File: src/rtl/muldiv_sequencer.sv
// muldiv_sequencer: iterative MULT/MULTU/DIV/DIVU unit that owns the HI/LO pair in EX.
// Build option MULDIV_EARLY_TERM_EN lets multiplies leave CALC once no multiplier bits remain.
module muldiv_sequencer #(
  parameter int DATA_WIDTH = 32
) (
  input  logic                  i_clk,
  input  logic                  i_reset,
  input  logic                  i_start,
  input  logic [1:0]            i_op,
  input  logic [DATA_WIDTH-1:0] i_rs,
  input  logic [DATA_WIDTH-1:0] i_rt,
  input  logic                  i_flush,
  input  logic                  i_hilo_read,
  output logic                  o_busy,
  output logic                  o_stall,
  output logic                  o_done,
  output logic [DATA_WIDTH-1:0] o_hi,
  output logic [DATA_WIDTH-1:0] o_lo,
  output logic                  o_div_by_zero
);

  localparam int DW = DATA_WIDTH;
  localparam int CW = $clog2(DW + 1);

  typedef enum logic [1:0] {IDLE, CALC, DONE} state_t;

  state_t          state;
  logic [CW-1:0]   counter;
  logic            op_div;
  logic            neg_res;
  logic            rem_neg;
  logic            dbz;
  logic [2*DW-1:0] acc;   // mult: running product; div: {remainder, quotient}
  logic [2*DW-1:0] opa;   // mult: shifted multiplicand; div: divisor in the low half
  logic [DW-1:0]   mpl;   // multiplier bits not yet consumed

  logic            start_signed;
  logic            start_dbz;
  logic [DW-1:0]   abs_rs;
  logic [DW-1:0]   abs_rt;
  logic [2*DW-1:0] mult_step;
  logic [2*DW-1:0] div_step;
  logic [2*DW-1:0] acc_step;
  logic [2*DW-1:0] prod;
  logic [DW:0]     div_part;
  logic [DW:0]     div_diff;
  logic            q_bit;
  logic            last_iter;
  logic [DW-1:0]   quo;
  logic [DW-1:0]   rem;
  logic [DW-1:0]   res_hi;
  logic [DW-1:0]   res_lo;

  assign start_signed = ~i_op[0];
  assign start_dbz    = i_op[1] && (i_rt == '0);
  assign abs_rs       = (start_signed && i_rs[DW-1]) ? -i_rs : i_rs;
  assign abs_rt       = (start_signed && i_rt[DW-1]) ? -i_rt : i_rt;

  // Restoring division: a negative trial difference leaves the shifted remainder untouched.
  assign mult_step = acc + (mpl[0] ? opa : '0);
  assign div_part  = {acc[2*DW-1:DW], acc[DW-1]};
  assign div_diff  = div_part - {1'b0, opa[DW-1:0]};
  assign q_bit     = ~div_diff[DW];
  assign div_step  = {q_bit ? div_diff[DW-1:0] : div_part[DW-1:0], acc[DW-2:0], q_bit};
  assign acc_step  = op_div ? div_step : mult_step;

`ifdef MULDIV_EARLY_TERM_EN
  assign last_iter = dbz || (counter == CW'(DW - 1)) || (!op_div && (mpl[DW-1:1] == '0));
`else
  assign last_iter = dbz || (counter == CW'(DW - 1));
`endif

  assign prod = neg_res ? -acc_step : acc_step;
  assign quo  = acc_step[DW-1:0];
  assign rem  = acc_step[2*DW-1:DW];

  // NOTE: every output of this always_comb gets a default first, so no latch is inferred.
  always_comb begin
    res_hi = prod[2*DW-1:DW];
    res_lo = prod[DW-1:0];
    if (dbz) begin
      res_hi = acc[DW-1:0];
      res_lo = '1;
    end else if (op_div) begin
      res_lo = neg_res ? -quo : quo;
      res_hi = rem_neg ? -rem : rem;
    end
  end

  assign o_stall = o_busy & i_hilo_read;

  // NOTE: state and datapath registers use non-blocking assignments so every flop samples pre-edge values.
  always_ff @(posedge i_clk or posedge i_reset) begin
    if (i_reset) begin
      state         <= IDLE;
      counter       <= '0;
      o_busy        <= 1'b0;
      o_done        <= 1'b0;
      o_hi          <= '0;
      o_lo          <= '0;
      o_div_by_zero <= 1'b0;
      op_div        <= 1'b0;
      neg_res       <= 1'b0;
      rem_neg       <= 1'b0;
      dbz           <= 1'b0;
      acc           <= '0;
      opa           <= '0;
      mpl           <= '0;
    end else begin
      o_done <= 1'b0;
      case (state)
        IDLE: begin
          if (i_start && !i_flush) begin
            state         <= CALC;
            o_busy        <= 1'b1;
            counter       <= '0;
            o_div_by_zero <= 1'b0;
            op_div        <= i_op[1];
            dbz           <= start_dbz;
            neg_res       <= start_signed && (i_rs[DW-1] ^ i_rt[DW-1]);
            rem_neg       <= start_signed && i_rs[DW-1];
            mpl           <= abs_rt;
            if (i_op[1]) begin
              acc <= {{DW{1'b0}}, start_dbz ? i_rs : abs_rs};
              opa <= {{DW{1'b0}}, abs_rt};
            end else begin
              acc <= '0;
              opa <= {{DW{1'b0}}, abs_rs};
            end
          end
        end
        CALC: begin
          if (i_flush) begin
            state  <= IDLE;
            o_busy <= 1'b0;
          end else begin
            acc     <= acc_step;
            opa     <= op_div ? opa : (opa << 1);
            mpl     <= mpl >> 1;
            counter <= counter + CW'(1);
            if (last_iter) begin
              state  <= DONE;
              o_done <= 1'b1;
              o_hi   <= res_hi;
              o_lo   <= res_lo;
              if (dbz) o_div_by_zero <= 1'b1;
            end
          end
        end
        DONE: begin
          state  <= IDLE;
          o_busy <= 1'b0;
        end
        default: begin
          state  <= IDLE;
          o_busy <= 1'b0;
        end
      endcase
    end
  end

endmodule

File: config.mk
export PLATFORM = sky130hd
export DESIGN_NAME = muldiv_sequencer
export DESIGN_NICKNAME = d
export VERILOG_FILES = /design/src/rtl/muldiv_sequencer.sv
export SDC_FILE = /design/constraint.sdc
export NUM_CORES = 1
export LEC_CHECK = 0
export CAP_MARGIN = 20
export CORE_AREA = 2 2 245 247
export CTS_CLUSTER_DIAMETER = 60
export CTS_CLUSTER_SIZE = 30
export DETAILED_ROUTE_END_ITERATION = 6
export DIE_AREA = 0 0 247 249
export SYNTH_ARGS = -nofsm -noshare
export SYNTH_HDL_FRONTEND = slang
export SYNTH_SLANG_ARGS = --single-unit
File: constraint.sdc
create_clock -name i_clk -period 14.4 [get_ports i_clk]
set_input_delay 2.88 -clock i_clk [delete_from_list [all_inputs] [get_ports i_clk]]
set_output_delay 2.88 -clock i_clk [all_outputs]
set_load 0.01 [all_outputs]
==> impl_metrics.toml, run 1 <==
[timing]
fin_crit_ps = 6860
rsz0062_at_grt = "false"
drv_slew = 0
setup_violations = 0
hold_violations = 0
worst_slack_ps = 7540
max_slew.worst_pin.slew_ps = 1150
min_period_over_period_pct = 47.6
max-slew-margin-rel_pct = 23.2
fin_tns_setup_ps = 0
max_freq_ghz = 0.146
skew_ps = 34.8

[grt]
grt_pass1_vias = 21000
antenna_found_initial = 3
grt_max_degree = 130
track_usage_pct = 30.0
grt_pass1_wl_mm = 140
overflow = 0

[clock_network]
post_cts_buffers = 0
clk_pin_slew_ps = 60
cts_num_sinks = 239
cts_root_buf = "clkbuf_16"
htreeDepth = 1
worstSkewPairLatency_ps = 620
numCtsBuffers = 28
hold_buffers = 0
cts_resized = 0
clockBufferDepth = 3
cts_tree = "built"

[logic_synthesis]
synth_edf_count = 0
synthCells = 2747
ys_ff_latch = 239
yosysWarnings = 0
ys_seq_area_share_pct = 27.7
yosysUniqueCellTypes = 112
synthArstFlopShare_pct = 100
synth_flop_cell = "dfrtp_1"
syn-cell-area_mm2 = 0.0216
syn_area_per_cell_um2 = 7.87
synth_nets = 2920

[critical_path]
slowest_stage = "clkdlybuf4s50_1"
cp-startpoint = "i_hilo_read"
timing.rr.end = "o_hi[14]$_DFFE_PP0P_"
timing.rr.start = "acc[31]$_DFFE_PP0P_"
cp_data_required_time_ps = 11520
crit_top_cell = "clkdlybuf4s50_1"
critical_path_class = "in2out"
worstSetupEndpoint = "o_stall"
cp_max_fo = 1
r2r_cells = 23
cpPeakStageDelay_ps = 530
end_kind = "output pin"
reg2reg_slack_ps = 7800
crit_path_cell_trace = "clkdlybuf4s50_1, and2_1, clkdlybuf4s50_1"
critPathArrivalTime_ps = 3980
crit_path_start_kind = "input pin"

[pwr]
vdd_drop_max_mv = 0.125
power.density_mw_per_mm2 = 153
sw_frac_of_total_pct = 50.9
p_int_uw = 1850
p_leak_uw = 0.0100
power.share.sequential_pct = 25.6
power.clock.fraction_pct = 20.5
p_sw_uw = 1920
combPwrFrac_pct = 53.9

[die]
start_util_pct = 36.8
coreArea_mm2 = 0.0587
die_y_um = 249
die_x_um = 247
io_pins = 139
placementRows = 89
die_area_mm2 = 0.0615

[routing]
wl_per_cell_um = 26.5
ant_nets = 0
vias = 22600
drtIter0Drc = 2627
via_per_inst = 6.32
first_pass_iters = 6
wirelength_mm = 94.7
drc = 0

[layout]
final_area_mm2 = 0.0246
final_nets = 2953
drive_above_1_share_pct = 6.85
syn2layout_area_growth_pct = 13.6
fillers = 5916

[placed_design]
place_area_mm2 = 0.0235
pre_cts_ws_ps = 7430
io_buffer_count = 138
place_hpwl_mm = 73.9
gp_congestion = 1.02

[status]
status = "finished, final reports clean"

[run]
max-cap-violations = 0

[hold_path]
hold_class = "reg2reg"
power groups by stage:
stage	clock network, uW	registers, uW	logic, uW
6_report	772	964	2030
5_1_grt	812	967	2160
4_1_cts	785	951	1970
3_5_place_dp	0	963	1950
3_3_place_gp	0	961	1950
2_1_floorplan	0	857	1350
per-layer routing:
layer / routed length, um / vias up / global-route usage, %
li1: - / 10200 / -
met2: 40500 / 1124 / 44.4
met1: 42400 / 11100 / 44.7
met3: 8070 / 169 / 4.06
met4: 3710 / 2 / 9.83
met5: 11 / - / 0
stage by stage:
stage | util, % | instances | hold slack [ps] | total power [uW]
after floorplan | - | 2747 | 450 | 2210
after global placement | 40.1 | 3522 | 461 | 2910
after detailed placement | 40.1 | 3522 | 469 | 2920
after CTS | 41.8 | 3574 | 483 | 3700
after global routing | 41.9 | 3577 | 520 | 3940
final | 41.9 | 3577 | 476 | 3760
registers in the layout, summed over array words and instances (netlist names):
name	flops
o_div_by_zero	1
o_hi	32
opa	64
dbz	1
o_done	1
o_busy	1
counter	6
op_div	1
o_lo	32
mpl	32
rem_neg	1
neg_res	1
state	2
acc	64
placed cells by master, fill, tap and decap left out, drive strengths merged, types with 29 or more instances in the layout:
master,n
a21oi,276
nand2,271
nor2,248
o21ai,246
dfrtp,239
clkdlybuf4s50,137
xnor2,104
ha,100
xor2,91
a211oi,89
inv,88
and2,76
nor3,63
a22oi,54
nand4,52
nand3,50
a22o,49
clkbuf,34
o211ai,33
buf,30
a21o,29
o31ai,29
worst min path at each step:
stage                          from                   end  depth (start not counted)  slack [ps]
6_report        o_hi[3]$_DFFE_PP0P_   o_hi[3]$_DFFE_PP0P_                          2         480
5_1_grt        o_hi[20]$_DFFE_PP0P_  o_hi[20]$_DFFE_PP0P_                          1         520
4_1_cts         o_hi[3]$_DFFE_PP0P_   o_hi[3]$_DFFE_PP0P_                          2         480
3_3_place_gp   o_hi[19]$_DFFE_PP0P_  o_hi[19]$_DFFE_PP0P_                          2         460
3_5_place_dp   o_hi[27]$_DFFE_PP0P_  o_hi[27]$_DFFE_PP0P_                          1         470
2_1_floorplan   opa[63]$_DFFE_PP0P_   opa[63]$_DFFE_PP0P_                          2         450
area by class of cell:
cell class	count	area [um2]	share of cell area, %
multi-input combinational	2260	14700	59.7
sequential	239	5980	24.4
timing repair buffer	168	1610	6.56
tap	773	967	3.94
clock buffer	33	749	3.05
inverter	83	319	1.30
clock inverter	19	255	1.04
antenna	2	5.00	0.0204
Yosys cell counts (28+ instances only):
cell        n  share of area (%)
nand2_1   268                4.7
dfrtp_1   239                 28
nand4_1    49                1.4
ha_1      100                5.8
a21oi_1   266                6.2
xor2_1     91                3.7
buf_2      28               0.65
a22oi_1    52                1.8
and2_1     75                2.2
a22o_1     49                2.0
or3_1      28               0.81
o21ai_0   218                5.0
nor2_1    246                4.3
clkbuf_1  114                2.0
xnor2_1   104                4.2
a211oi_1   81                2.8
a21o_1     29                1.0
inv_1      82                1.4
nand3_1    48                1.1
nor3_1     61                1.4
o211ai_1   31                1.1
cells by family after synthesis:
kind of cell	share of synthesized area, %
AOI/OAI and AO/OA	30.6
xor gates and xnor gates	7.90
adders and majority gates	5.97
buffers and inverters	4.70
DFF	27.7
muxes	1.46
and+or+nand+nor	21.7
critical path: cells and delay by family:
kind | cells | cell delay [ps]
simple gates | 1 | 110
buf+inv | 2 | 980
Note: power is estimated with default switching activity, not from simulation.
==> run 2, diff against run 1 <==
==> constraint.sdc (replaced) <==
create_clock -name i_clk -period 6 [get_ports i_clk]
set_input_delay 1.2 -clock i_clk [delete_from_list [all_inputs] [get_ports i_clk]]
set_output_delay 1.2 -clock i_clk [all_outputs]
set_load 0.01 [all_outputs]
==> run 2 against run 1 <==
Core utilization increased by 1.2 points; critical path depth up 18; combinational power rose to 2.5 times the previous value; sequential share of layout area decreased by 0.70 points; final area is 2.9% higher; flip-flop and latch count unchanged; highest routed layer unchanged.
==> impl_metrics.toml, run 2 (synthesis results as in run 1) <==
[critical_path]
cpPeakStageDelay_ps = 500
crit_path_start_kind = "flip-flop"
critPathArrivalTime_ps = 6270
critical_path_class = "reg2reg"
crit_path_cell_trace = "inv_1, ha_1, a21oi_1, o21ai_1, a22oi_2, a211oi_4, nor3_2, nor2_2, a21oi_1, buf_4, ha_1, nand3_1, or2_2, nor4b_4, a21oi_2, buf_4, nor3_1, a41oi_1, xor2_1, nor2_1, o21ai_1"
end_kind = "flip-flop"
slowest_stage = "dfrtp_1"
cp_data_required_time_ps = 6490
critPathBufInv = 3
crit_family = "simple AND/OR/NAND/NOR gates"
cp_max_fo = 8

[clock_network]
cts_root_buf = "clkbuf_16"
worstSkewPairLatency_ps = 610
post_cts_buffers = 0
cts_tree = "built"
clockBufferDepth = 3
hold_buffers = 0
numCtsBuffers = 28
cts_num_sinks = 239
clk_pin_slew_ps = 90
htreeDepth = 1
cts_resized = 0

[grt]
grt_max_degree = 127
grt_pass1_wl_mm = 147
overflow = 0
antenna_found_initial = 2
grt_pass1_vias = 21700
track_usage_pct = 32.1

[run]
max-cap-violations = 0

[placed_design]
placed_cells = 3598
io_buffer_count = 138
gp_congestion = 1.04
pre_cts_ws_ps = 378
place_hpwl_mm = 79.5

[routing]
via_per_inst = 6.29
wirelength_mm = 101
first_pass_iters = 6
ant_nets = 0
vias = 23000
wl_per_cell_um = 27.8
drtIter0Drc = 2640
drc = 0

[layout]
most-common-layout-cells = "268 x nand2_1, 266 x a21oi_1, 243 x nor2_1"
final_common_cell = "nand2_1"
post_layout_nonfiller_instances = 3653
final_nets = 3028
drive_above_1_share_pct = 9.38
syn2layout_area_growth_pct = 16.9
top_regs = "acc: 64 flops, opa: 64 flops"

[timing]
max_slew.worst_pin.slew_ps = 1150
max-slew-margin-rel_pct = 23.3
hold_violations = 0
rsz0062_at_grt = "false"
fin_crit_ps = 5780
drv_slew = 0
fin_tns_setup_ps = 0
max_freq_ghz = 0.173
min_period_over_period_pct = 96.3
setup_violations = 0
skew_ps = 37.5
worst_slack_ps = 222

[die]
placementRows = 89
die_x_um = 247
die_area_mm2 = 0.0615
start_util_pct = 36.8
io_pins = 139
coreArea_mm2 = 0.0587
die_y_um = 249

[hold_path]
hold_class = "reg2reg"

[pwr]
p_total_uw = 9420
power.density_mw_per_mm2 = 373
p_leak_uw = 0.0105
vdd_drop_max_mv = 0.231

[status]
status = "finished, final reports clean"
-- run 2: cell count changes in the layout (fill, tap and decap cells not counted), moves of 2 or more --
cell / delta
inv_16: +2
buf_4: +69
inv_12: +4
clkinv_8: +4
clkbuf_1: -2
buf_12: +7
clkbuf_8: -3
clkinv_4: -3
-- run 2: layout make-up --
| type | instances | area, um2 |
|---|---|---|
| Tap cell | 773 | 967 |
| Fill cell | 5916 | 33400 |
| Antenna cell | 3 | 7.51 |
| Clock buffer | 29 | 726 |
| Timing Repair Buffer | 243 | 2260 |
| Inverter | 83 | 315 |
| Clock inverter | 23 | 339 |
| Sequential cell | 239 | 5980 |
| Multi-Input combinational cell | 2260 | 14700 |
-- run 2: metrics by stage --
step	hold slack (ps)	area [um2]	utilization, %
2_1_floorplan	450	21600	-
3_3_place_gp	469	24200	41.2
3_5_place_dp	471	24200	41.2
4_1_cts	484	25300	43.1
5_1_grt	496	25300	43.1
6_report	477	25300	43.1
-- run 2: worst reg2reg max path, delay by kind of cell (launching register included) --
kind / cells / cell delay, ps
AO/OA/AOI/OAI: 8 / 1770
XOR/XNOR: 1 / 230
AND/OR/NAND/NOR: 7 / 1880
buffers and inverters: 3 / 600
adder cells (fa/ha/maj): 2 / 680
flip-flops: 1 / 500
-- run 2: path summary, 6_finish.rpt --
check                                     start              endpoint  slack (ps)  depth (start not counted)
setup / recovery            opa[13]$_DFFE_PP0P_  o_hi[24]$_DFFE_PP0P_         220                         21
hold / removal             o_hi[18]$_DFFE_PP0P_  o_hi[18]$_DFFE_PP0P_         480                          2
setup reg to reg            opa[13]$_DFFE_PP0P_  o_hi[24]$_DFFE_PP0P_         220                         21
hold reg to reg            o_hi[18]$_DFFE_PP0P_  o_hi[18]$_DFFE_PP0P_         480                          2
max in group asynchronous               i_reset    o_busy$_DFFE_PP0P_        3900                          3
min in group asynchronous               i_reset  o_lo[24]$_DFFE_PP0P_        1140                          2
-- run 2: where the power goes --
part / internal (uW) / switching, uW / total [uW]
clock: 1020 / 943 / 1960
combinational: 1760 / 3380 / 5130
sequential: 1850 / 478 / 2330
total: 4620 / 4800 / 9420
-- run 2: routing by layer --
metal	track usage, %	vias up	share of wire (%)
li1	-	10400	-
met1	46.0	11300	43
met2	48.2	1159	43
met3	5.87	171	9.7
met4	10.4	4	3.8
met5	0	-	0.021
